==> src/rtl/nibble_serial_sub.sv <==
// Serial 6502-style subtractor: one 4-bit nibble per clock, LSB first, with N/V/Z/C flags.
// Optional BCD correction is compiled in when NIBBLE_SUB_DECIMAL_EN is defined.
module nibble_serial_sub #(
    parameter int NIBBLES = 2
) (
    input  logic                   clk,
    input  logic                   reset,
    input  logic                   start,
    input  logic [4*NIBBLES-1:0]   a,
    input  logic [4*NIBBLES-1:0]   b,
    input  logic                   cin,
    input  logic                   decimal,
    output logic                   busy,
    output logic                   done,
    output logic [4*NIBBLES-1:0]   diff,
    output logic                   cout,
    output logic                   n_flag,
    output logic                   v_flag,
    output logic                   z_flag
);

    localparam int W     = 4 * NIBBLES;
    localparam int IDX_W = (NIBBLES > 1) ? $clog2(NIBBLES) : 1;

    typedef enum logic [1:0] {IDLE, CALC, DONE} state_t;

    state_t             state_q, state_d;
    logic [W-1:0]       a_q, a_d;
    logic [W-1:0]       b_q, b_d;
    logic               carry_q, carry_d;
    logic [IDX_W-1:0]   idx_q, idx_d;
    logic [W-1:0]       diff_q, diff_d;
    logic               cout_q, cout_d;
    logic               v_q, v_d;
    logic               n_q, n_d;
    logic               z_q, z_d;
`ifdef NIBBLE_SUB_DECIMAL_EN
    logic               dec_q, dec_d;
`else
    logic               unused_decimal;
    assign unused_decimal = decimal;
`endif

    logic [4:0]         sum;
    logic [3:0]         low3;
    logic [3:0]         nib;
    logic               accept;

    always_comb begin
        state_d = state_q;
        a_d     = a_q;
        b_d     = b_q;
        carry_d = carry_q;
        idx_d   = idx_q;
        diff_d  = diff_q;
        cout_d  = cout_q;
        v_d     = v_q;
        n_d     = n_q;
        z_d     = z_q;
`ifdef NIBBLE_SUB_DECIMAL_EN
        dec_d   = dec_q;
`endif

        // Operands are shifted down each cycle, so the active nibble is always [3:0].
        sum  = {1'b0, a_q[3:0]} + {1'b0, ~b_q[3:0]} + {4'b0, carry_q};
        low3 = {1'b0, a_q[2:0]} + {1'b0, ~b_q[2:0]} + {3'b0, carry_q};
        nib  = sum[3:0];
`ifdef NIBBLE_SUB_DECIMAL_EN
        if (dec_q && !sum[4]) begin
            nib = sum[3:0] - 4'd6;
        end
`endif

        accept = start && (state_q != CALC);

        case (state_q)
            IDLE: state_d = IDLE;
            CALC: begin
                carry_d = sum[4];
                a_d     = a_q >> 4;
                b_d     = b_q >> 4;
                for (int i = 0; i < NIBBLES; i++) begin
                    if (idx_q == IDX_W'(i)) begin
                        diff_d[4*i +: 4] = nib;
                    end
                end
                idx_d = idx_q + 1'b1;
                if (idx_q == IDX_W'(NIBBLES - 1)) begin
                    // Flags are captured from the final diff so they are valid during DONE.
                    cout_d  = sum[4];
                    v_d     = low3[3] ^ sum[4];
                    n_d     = diff_d[W-1];
                    z_d     = (diff_d == '0);
                    state_d = DONE;
                end
            end
            DONE:    state_d = IDLE;
            default: state_d = IDLE;
        endcase

        if (accept) begin
            a_d     = a;
            b_d     = b;
            carry_d = cin;
            idx_d   = '0;
`ifdef NIBBLE_SUB_DECIMAL_EN
            dec_d   = decimal;
`endif
            state_d = CALC;
        end
    end

    // NOTE: sequential state uses non-blocking assignments; reset is synchronous and overrides start.
    always_ff @(posedge clk) begin
        if (reset) begin
            state_q <= IDLE;
            a_q     <= '0;
            b_q     <= '0;
            carry_q <= 1'b0;
            idx_q   <= '0;
            diff_q  <= '0;
            cout_q  <= 1'b0;
            v_q     <= 1'b0;
            n_q     <= 1'b0;
            z_q     <= 1'b0;
`ifdef NIBBLE_SUB_DECIMAL_EN
            dec_q   <= 1'b0;
`endif
        end else begin
            state_q <= state_d;
            a_q     <= a_d;
            b_q     <= b_d;
            carry_q <= carry_d;
            idx_q   <= idx_d;
            diff_q  <= diff_d;
            cout_q  <= cout_d;
            v_q     <= v_d;
            n_q     <= n_d;
            z_q     <= z_d;
`ifdef NIBBLE_SUB_DECIMAL_EN
            dec_q   <= dec_d;
`endif
        end
    end

    assign busy   = (state_q == CALC);
    assign done   = (state_q == DONE);
    assign diff   = diff_q;
    assign cout   = cout_q;
    assign n_flag = n_q;
    assign v_flag = v_q;
    assign z_flag = z_q;

endmodule

==> config.mk <==
export PLATFORM = sky130hd
export DESIGN_NAME = nibble_serial_sub
export DESIGN_NICKNAME = d
export VERILOG_FILES = /design/src/rtl/nibble_serial_sub.sv
export SDC_FILE = /design/constraint.sdc
export NUM_CORES = 1
export LEC_CHECK = 0
export BUFFER_PORTS_ARGS = -buffer_cell sky130_fd_sc_hd__buf_2
export CAP_MARGIN = 15
export CORE_MARGIN = 1
export CORE_UTILIZATION = 45
export CTS_BUF_LIST = sky130_fd_sc_hd__clkbuf_4 sky130_fd_sc_hd__clkbuf_8
export CTS_CLUSTER_SIZE = 8
export DETAILED_ROUTE_END_ITERATION = 8
export GPL_ROUTABILITY_DRIVEN = 0
export PLACE_DENSITY = 0.77
export REMOVE_ABC_BUFFERS = 1
export SETUP_SLACK_MARGIN = 0.02
export SYNTH_ARGS = -nofsm -noshare
export SYNTH_HDL_FRONTEND = slang
export SYNTH_SLANG_ARGS = --single-unit
==> constraint.sdc <==
create_clock -name clk -period 2.35 [get_ports clk]
set_input_delay 0.235 -clock clk [delete_from_list [all_inputs] [get_ports clk]]
set_output_delay 0.235 -clock clk [all_outputs]
set_load 0.05 [all_outputs]
-- Word level (Yosys, flattened, before mapping)
Cells that the tools add are included.
- add/sub/neg operators: 5
- equality and inequality tests: 4
- mux-type cells: 13
- bitwise gates (word level): 4
- reductions and logical operators: 6
- operators with widths (cell ; number):
    $mux W8 ; 4
    $mux W4 ; 4
    $logic_not A8 Y1 ; 1
    $add A4 B4 Y5 ; 1
    $add A5 B1 Y5 ; 1
    $mux W1 ; 5
    $add A3 B3 Y4 ; 1
    $add A4 B1 Y4 ; 1
    $not A4 Y4 ; 1
    $ne A3 B1 Y1 const B ; 1
    $not A3 Y3 ; 1
    $reduce_or A3 Y1 ; 1
    $eq A2 B1 Y1 const B ; 1
    $eq A2 B2 Y1 const B ; 1
    $ne A2 B1 Y1 const B ; 1
    $reduce_and A2 Y1 ; 1
    $reduce_bool A2 Y1 ; 1
    $reduce_or A2 Y1 ; 1
    $add A1 B1 Y1 const B ; 1
    $logic_and A1 B1 Y1 ; 1
    $not A1 Y1 ; 1
    $xor A1 B1 Y1 ; 1
- register bits: 32
- input bits: 21
- output and inout bits: 14
- logic and storage cells: 43

-- Longest topological paths before layout
Gate-level depths: netlist (run 1).
- depth in word-level cells: 6
- gate-level depth with buffers: 8
- depth with buffers taken out: 8

-- Worst setup path before layout (run 1)
No wires, ideal clock.
- path kind: flip-flop to flip-flop
- start point: register b_q[0]
- end point: register z_q (netlist: z_flag)
- setup time: 0.069 ns
- arrival: 1.712 ns
- data required time: 2.281 ns
- slack: 0.569 ns
- cell stages (with the launch flop): 8
- buffers on the path: 0
- period minus slack after synthesis: 1.781 ns
- cell sequence: dfxtp_1 > inv_1 > fa_1 > inv_1 > fa_1 > nand3b_1 > or4_1 > o21ai_1
- word-level cells in the longest chain between the ends: 6
- elaborated cells on any way between the ends: 8
- those cells by class: 2 x add/sub; 4 x mux; 1 x bitwise; 1 x reduce/logical
- RTL lines (what ; RTL line ; text):
    start: declaration ; 29 ; logic [W-1:0] b_q, b_d;
    start signal: assignment ; 118 ; b_q <= '0;
    start signal: assignment ; 132 ; b_q <= b_d;
    $not A4 Y4 (*) ; 65 ; sum = {1'b0, a_q[3:0]} + {1'b0, ~b_q[3:0]} + {4'b0, carry_q};
    $add A4 B4 Y5 (*) ; 65 ;
    $add A5 B1 Y5 (*) ; 65 ;
    $mux W4 ; 83 ; if (idx_q == IDX_W'(i)) begin
    $mux W4 ; 76 ; case (state_q)
    $logic_not A8 Y1 (*) ; 93 ; z_d = (diff_d == '0);
    end signal: assignment ; 139 ; z_q <= z_d;
    end: declaration ; 36 ; logic z_q, z_d;
Every way passes the cells marked *; elsewhere a longest branch is shown, timed or not. The select of a mux whose other input is x is not followed.
A chain may end at the register's enable or synchronous reset.

-- Worst setup path in the final report (run 1)
- start point: register b_q[0]
- end point: register v_q (netlist: v_flag)
- word-level cells in the longest chain between the ends: 4
- elaborated cells on any way between the ends: 7
- those cells by class: 4 x add/sub; 3 x bitwise
- RTL lines (what ; RTL line ; text):
    $not A4 Y4 or $not A3 Y3 (tied branches) ; 65, 66 ;
    $add A4 B4 Y5 or $add A3 B3 Y4 (tied branches) ; 65, 66 ;
    $add A5 B1 Y5 or $add A4 B1 Y4 (tied branches) ; 65, 66 ;
    $xor A1 B1 Y1 (*) ; 91 ; v_d = low3[3] ^ sum[4];
    end signal: assignment ; 137 ; v_q <= v_d;
    end: declaration ; 34 ; logic v_q, v_d;
Every way passes the cells marked *; elsewhere a longest branch is shown, timed or not.

==> results of run 1 <==
layout by cell type (no fill, tap or decap), types with 3 or more instances in the layout:
master | synthesis | layout
ha_1 | 3 | 3
nor3_1 | 3 | 3
buf_2 | 2 | 33
nand3b_1 | 4 | 4
a211oi_1 | 12 | 12
a21oi_1 | 8 | 8
inv_1 | 7 | 7
mux2i_1 | 17 | 17
clkbuf_4 | 0 | 5
nand2_1 | 8 | 8
nor2_1 | 29 | 29
dfxtp_1 | 32 | 32
per-stage QoR:
stage	setup WS [ns]	hold slack (ns)	power, mW
2_1_floorplan	0.569	0.304	0.820
3_3_place_gp	0.503	0.441	0.890
3_5_place_dp	0.457	0.451	0.901
4_1_cts	0.404	0.126	1.24
5_1_grt	0.233	0.140	1.31
6_report	0.447	0.134	1.23
report_power, final:
group          switching, mW  total (mW)  internal, mW
sequential            0.0260       0.607         0.581
combinational          0.176       0.280         0.104
clock                  0.174       0.344         0.169
cells by family after synthesis:
kind of cell,synth area share [%]
mux,12.1
flops,45.4
fa+ha+maj,5.50
xor+xnor,1.24
buf+inv,5.05
simple gates,19.9
compound gates,10.8
layout make-up:
type	instances	area, um2	share of cell area, %
Clock buffer	7	65.1	3.97
Inverter	8	31.3	1.91
Multi-Input combinational cell	105	699	42.6
Sequential cell	32	641	39.1
Tap cell	31	38.8	2.36
Timing Repair Buffer	33	165	10.1
registers in the layout (all words and copies together), names as in the netlist:
name and cells:
n_flag 1, state_q 2, b_q 8, v_flag 1, z_flag 1, idx_q 1
a_q 8, carry_q 1, diff 8, cout 1
worst reg2reg max path, cell delays in order, from the launching register on:
cell and delay [ns]:
dfxtp_1 0.32, inv_1 0.07, fa_1 0.19, inv_1 0.06, fa_1 0.39, nand2b_1 0.17, a21oi_1 0.29, xor2_1 0.11
a211oi_1 0.23
per-layer routing:
| layer | part of all wire (%) | up-vias | wire length (um) | track usage [%] |
|---|---|---|---|---|
| met4 | 1.1 | 0 | 30 | 10.9 |
| li1 | - | 584 | - | - |
| met1 | 44 | 505 | 1180 | 21.2 |
| met2 | 47 | 35 | 1230 | 31.2 |
| met3 | 7.7 | 3 | 204 | 5.13 |
| met5 | 0 | - | 0 | 0 |
how the worst max path moves through the flow:
| stage | from | end | slack (ns) | cells after the start |
|---|---|---|---|---|
| 3_5_place_dp | b_q[0]$_SDFFE_PP0P_ | v_flag$_SDFFE_PP0P_ | 0.46 | 8 |
| 2_1_floorplan | b_q[0]$_SDFFE_PP0P_ | z_flag$_SDFFE_PP0P_ | 0.57 | 7 |
| 4_1_cts | b_q[0]$_SDFFE_PP0P_ | v_flag$_SDFFE_PP0P_ | 0.40 | 8 |
| 3_3_place_gp | b_q[0]$_SDFFE_PP0P_ | z_flag$_SDFFE_PP0P_ | 0.50 | 7 |
| 5_1_grt | b_q[0]$_SDFFE_PP0P_ | v_flag$_SDFFE_PP0P_ | 0.23 | 8 |
| 6_report | b_q[0]$_SDFFE_PP0P_ | v_flag$_SDFFE_PP0P_ | 0.45 | 8 |
==> run_results.csv, run 1 <==
group,metric,value,unit
worst_setup_path,reg2reg_slack,0.45,ns
clock_tree,cts-buffers-inserted,5,
hold_path,whs_endpoint,"b_q[7]$_SDFFE_PP0P_",
cells_and_area,fillers,289,
cells_and_area,syn2layout_area_growth,16.2,%
worst_setup_path,slowest_delay,0.39,ns
logic_synthesis,async_flop_share,0,%
status,status,"complete, but fails checks",
floorplanning,rows,19,
clock_tree,cts-resized-gates,0,
logic_synthesis,synth_area,1410,um2
logic_synthesis,yosysUniqueCellTypes,30,
global_routing,grt_max_degree,29,
drt,wl_per_cell,12.3,um
power_and_ir_drop,p_per_area,750,nW/um2
sta,fin_skew,0.00930,ns
sta,finalSetupTns,0,ns
logic_synthesis,yosysMostFrequentCell,"dfxtp_1",
clock_tree,clock-root-buffer,"clkbuf_4",
logic_synthesis,syn_inst,154,
global_routing,grt-ovfl-total,0,
drt,via_per_inst,5.22,
sta,slew_violations,0,
logic_synthesis,synth_edf_count,0,
hold_path,hp-start,"b[7]",
worst_setup_path,end_kind,"flop",
clock_tree,clk_pin_slew_worst_paths,0.09,ns
sta,final.period_utilization,81.0,%
drt,drtIter0Drc,61,
worst_setup_path,worst-path-buf-inv,2,
drt,routed-via-count,1127,
worst_setup_path,crit_chain,"inv_1, fa_1, inv_1, fa_1, nand2b_1, a21oi_1, xor2_1, a211oi_1",
worst_setup_path,path_class,"reg -> reg",
sta,rsz0062_at_grt,"no",
logic_synthesis,yosysTopAreaCellShare,45.4,%
clock_tree,cts_tree,"yes",
logic_synthesis,synth_common_cells,"32 x dfxtp_1, 29 x nor2_1, 17 x mux2i_1, 12 x a211oi_1",
clock_tree,clk-insertion-delay-late,0.34,ns
place,place_inst,209,
drt,drt_pass1_iterations,6,
cells_and_area,fin_util,57.5,%
floorplanning,start_util,49.5,%
place,port_buffers,33,
worst_setup_path,critPathRequiredTime,2.61,ns
sta,hold_violations,0,
cells_and_area,diodes,0,
cells_and_area,fin_nets,211,
sta,tightest_slew,0.505,ns
floorplanning,die_x,58.0,um
worst_setup_path,cp_slowest_cell,"fa_1",
clock_tree,clockBufferDepth,2,
logic_synthesis,ys_seq_elements,32,
hold_path,hold_class,"in -> reg",
clock_tree,cts.hold.buffers_added,0,
power_and_ir_drop,p_leak,0.781,nW
sta,fmax,525,MHz
cells_and_area,final_area,1640,um2
sta,setup_violations,0,
clock_tree,cts_setup_buffers,0,
floorplanning,ioPinCount,35,
sta,maxSlewHeadroom,66.3,%
worst_setup_path,cpLargestDelayFamily,"adder cells",
cells_and_area,fin_cells,216,
job,maxCapViolCount,0,
logic_synthesis,synth-seq-area-share,45.4,%
logic_synthesis,yosysTopAreaCell,"dfxtp_1",
drt,final_antenna_net_count,0,
global_routing,grt_pass1_wl,4660,um
place,placed_cell_area,1580,um2
worst_setup_path,arrival,2.16,ns
worst_setup_path,start_kind,"flop",
worst_setup_path,cp_max_fo,3,
hold_path,hold_depth,3,
global_routing,grt_usage,18.6,%
logic_synthesis,yosys-top-cells-area,"dfxtp_1 45%, mux2i_1 12%, nor2_1 7.7%, a211oi_1 6.4%, a21oi_1 2.8%",
power_and_ir_drop,ir_drop,487,uV
worst_setup_path,worstReg2RegEnd,"v_flag$_SDFFE_PP0P_",
place,hpwlAfterDp,1960,um
floorplanning,fp.dieH,58.0,um
drt,wirelength,2650,um
logic_synthesis,yosysWarnings,0,
logic_synthesis,synth-main-ff-cell,"dfxtp_1",
global_routing,grt_pass1_vias,1128,
drt,drc,3,
sta,period_needed,1.90,ns
clock_tree,cts.htree.levels,2,
global_routing,antenna_found_initial,0,
cells_and_area,drive_above_1_share,23.2,%
worst_setup_path,ff2ff_path_depth,8,
logic_synthesis,syn_area_per_cell,9.16,um2
floorplanning,fp.dieArea,3360,um2
worst_setup_path,worstReg2RegStart,"b_q[0]$_SDFFE_PP0P_",
clock_tree,cts_sinks,32,
status,violations,"DRC",
floorplanning,core_area,2850,um2
Note: power is estimated with default switching activity, not from simulation.
==> run 2: changes to the inputs <==
--- a/config.mk
+++ b/config.mk
@@ -13,7 +13,7 @@
 export CTS_CLUSTER_SIZE = 8
 export DETAILED_ROUTE_END_ITERATION = 8
 export GPL_ROUTABILITY_DRIVEN = 0
-export PLACE_DENSITY = 0.77
+export PLACE_DENSITY = 0.8
 export REMOVE_ABC_BUFFERS = 1
 export SETUP_SLACK_MARGIN = 0.02
 export SYNTH_ARGS = -nofsm -noshare
==> constraint.sdc (replaced) <==
create_clock -name clk -period 1.6 [get_ports clk]
set_input_delay 0.16 -clock clk [delete_from_list [all_inputs] [get_ports clk]]
set_output_delay 0.16 -clock clk [all_outputs]
set_load 0.05 [all_outputs]
==> run 2 against run 1 <==
Compared with the run above:
- the flow finishes with violations (DRC, setup timing)
- sequential power up 48%
- clock skew down 0.0041 ns
- power up 61%
- critical path type unchanged
- largest cell class unchanged
- non-clock buffer count up 11
- utilization up 6.2 points
- highest routed layer unchanged
==> run_results.csv, run 2 (same netlist as run 1, synthesis figures left out) <==
group,metric,value,unit
sta,setup_violations,6,
place,placed_cell_area,1650,um2
clock_tree,clk-insertion-delay-late,0.32,ns
global_routing,grt-ovfl-total,0,
sta,fin_skew,0.00516,ns
floorplanning,die_x,58.0,um
drt,drc,3,
worst_setup_path,critPathRequiredTime,1.85,ns
power_and_ir_drop,ir_drop,635,uV
global_routing,gr-usage-met3,4.91,%
status,violations,"DRC, setup timing",
place,hpwlAfterDp,2100,um
floorplanning,fp.dieH,58.0,um
sta,slew_violations,0,
worst_setup_path,start_kind,"flop",
floorplanning,rows,19,
place,pre_cts_slack,-0.266,ns
sta,final.period_utilization,117,%
floorplanning,start_util,49.5,%
sta,hold_slack,0.0667,ns
worst_setup_path,arrival,2.13,ns
place,place_inst,219,
clock_tree,clockBufferDepth,2,
place,port_buffers,33,
cells_and_area,fin_cells,228,
global_routing,antenna_found_initial,0,
clock_tree,cts_sinks,32,
clock_tree,cts-buffers-inserted,5,
sta,maxSlewHeadroom,66.5,%
floorplanning,fp.dieArea,3360,um2
power_and_ir_drop,power.total,1.98,mW
clock_tree,clk_pin_slew_worst_paths,0.09,ns
drt,wl_per_cell,13.2,um
global_routing,met1_usage,21.9,%
global_routing,grt_pass1_wl,4810,um
cells_and_area,drive_above_1_share,38.6,%
clock_tree,cts_tree,"yes",
cells_and_area,layout_commonest_cell,"buf_2",
global_routing,grt_max_degree,21,
global_routing,grt_usage,18.6,%
worst_setup_path,end_kind,"flop",
cells_and_area,fin_nets,222,
drt,final_antenna_net_count,0,
drt,drt_pass1_iterations,6,
status,status,"complete, but fails checks",
worst_setup_path,cp_max_fo,2,
global_routing,grtUsageMet2,32.2,%
clock_tree,clock-root-buffer,"clkbuf_4",
floorplanning,ioPinCount,35,
worst_setup_path,path_class,"reg -> reg",
sta,period_needed,1.88,ns
global_routing,grt_pass1_vias,1178,
sta,rsz0062_at_grt,"yes",
drt,drtIter0Drc,60,
cells_and_area,mostFrequentLayoutCells,"33 x buf_2, 28 x nor2_1, 28 x dfxtp_1",
power_and_ir_drop,p_per_area,1090,nW/um2
power_and_ir_drop,p_leak,0.858,nW
clock_tree,cts.htree.levels,2,
cells_and_area,diodes,0,
job,maxCapViolCount,0,
sta,hold_violations,0,
sta,layout_setup_ws,-0.280,ns
sta,tightest_slew,0.502,ns
cells_and_area,syn2layout_area_growth,28.7,%
sta,fmax,532,MHz
drt,routed-via-count,1193,
drt,via_per_inst,5.23,
global_routing,grt.busiest_layer,"met2",
floorplanning,core_area,2850,um2
cells_and_area,final_area,1820,um2
drt,wirelength,3010,um
hold_path,hold_class,"in -> reg",
==> run 2: cell count changes in the layout (fill, tap and decap cells not counted), moves of 3 or more <==
cell     delta
dfxtp_2     +4
buf_4       +9
dfxtp_1     -4
a21oi_1     -3
==> run 2: layout make-up <==
class                           instances  area, um2
Multi-Input combinational cell        105        779
Tap cell                               31       38.8
Clock buffer                            8       66.3
Inverter                                8       31.3
Fill cell                             259       1040
Sequential cell                        32        646
Timing Repair Buffer                   44        255
==> run 2: routing by layer <==
layer	routed length [um]	part of all wire, %
met1	1290	43
met2	1550	52
met3	153	5.1
met4	12	0.40
met5	0	0
==> run 2: stage by stage <==
stage / util (%) / setup TNS, ns
2_1_floorplan: - / -0.306
3_3_place_gp: 57.9 / -0.747
3_5_place_dp: 57.9 / -1.21
4_1_cts: 61.1 / -1.08
5_1_grt: 63.7 / -1.67
6_report: 63.7 / -0.951
==> run 2: critical path: stages, from the launching register on <==
cell,delay [ns]
dfxtp_2,0.33
inv_2,0.05
fa_2,0.19
inv_2,0.05
fa_2,0.57
nand3b_1,0.08
or4_1,0.40
o21ai_1,0.14
==> run 2: power breakdown <==
| group | switching, mW | leakage (nW) | internal (mW) |
|---|---|---|---|
| clock | 0.256 | 0.0394 | 0.251 |
| combinational | 0.316 | 0.555 | 0.260 |
| sequential | 0.0410 | 0.264 | 0.855 |
| total | 0.613 | 0.858 | 1.37 |
==> run 2: worst paths after layout <==
kind | slack [ns] | cells past startpoint | start | to
max | -0.28 | 7 | b_q[0]$_SDFFE_PP0P_ | z_flag$_SDFFE_PP0P_
min | 0.07 | 3 | a[6] | a_q[6]$_SDFFE_PP0P_
max reg2reg | -0.28 | 7 | b_q[0]$_SDFFE_PP0P_ | z_flag$_SDFFE_PP0P_
min reg2reg | 0.46 | 2 | diff[4]$_SDFFE_PP0P_ | diff[4]$_SDFFE_PP0P_
==> run 2: what timing repair did <==
item                                    CTS  global route
gates resized for setup                   6            18
endpoints found under the setup margin   10            10
endpoints found under the hold margin     0             0
pin swaps                                 1             9
hold buffers                              0             0
buffers inserted                          0             1
cloned                                    0             0
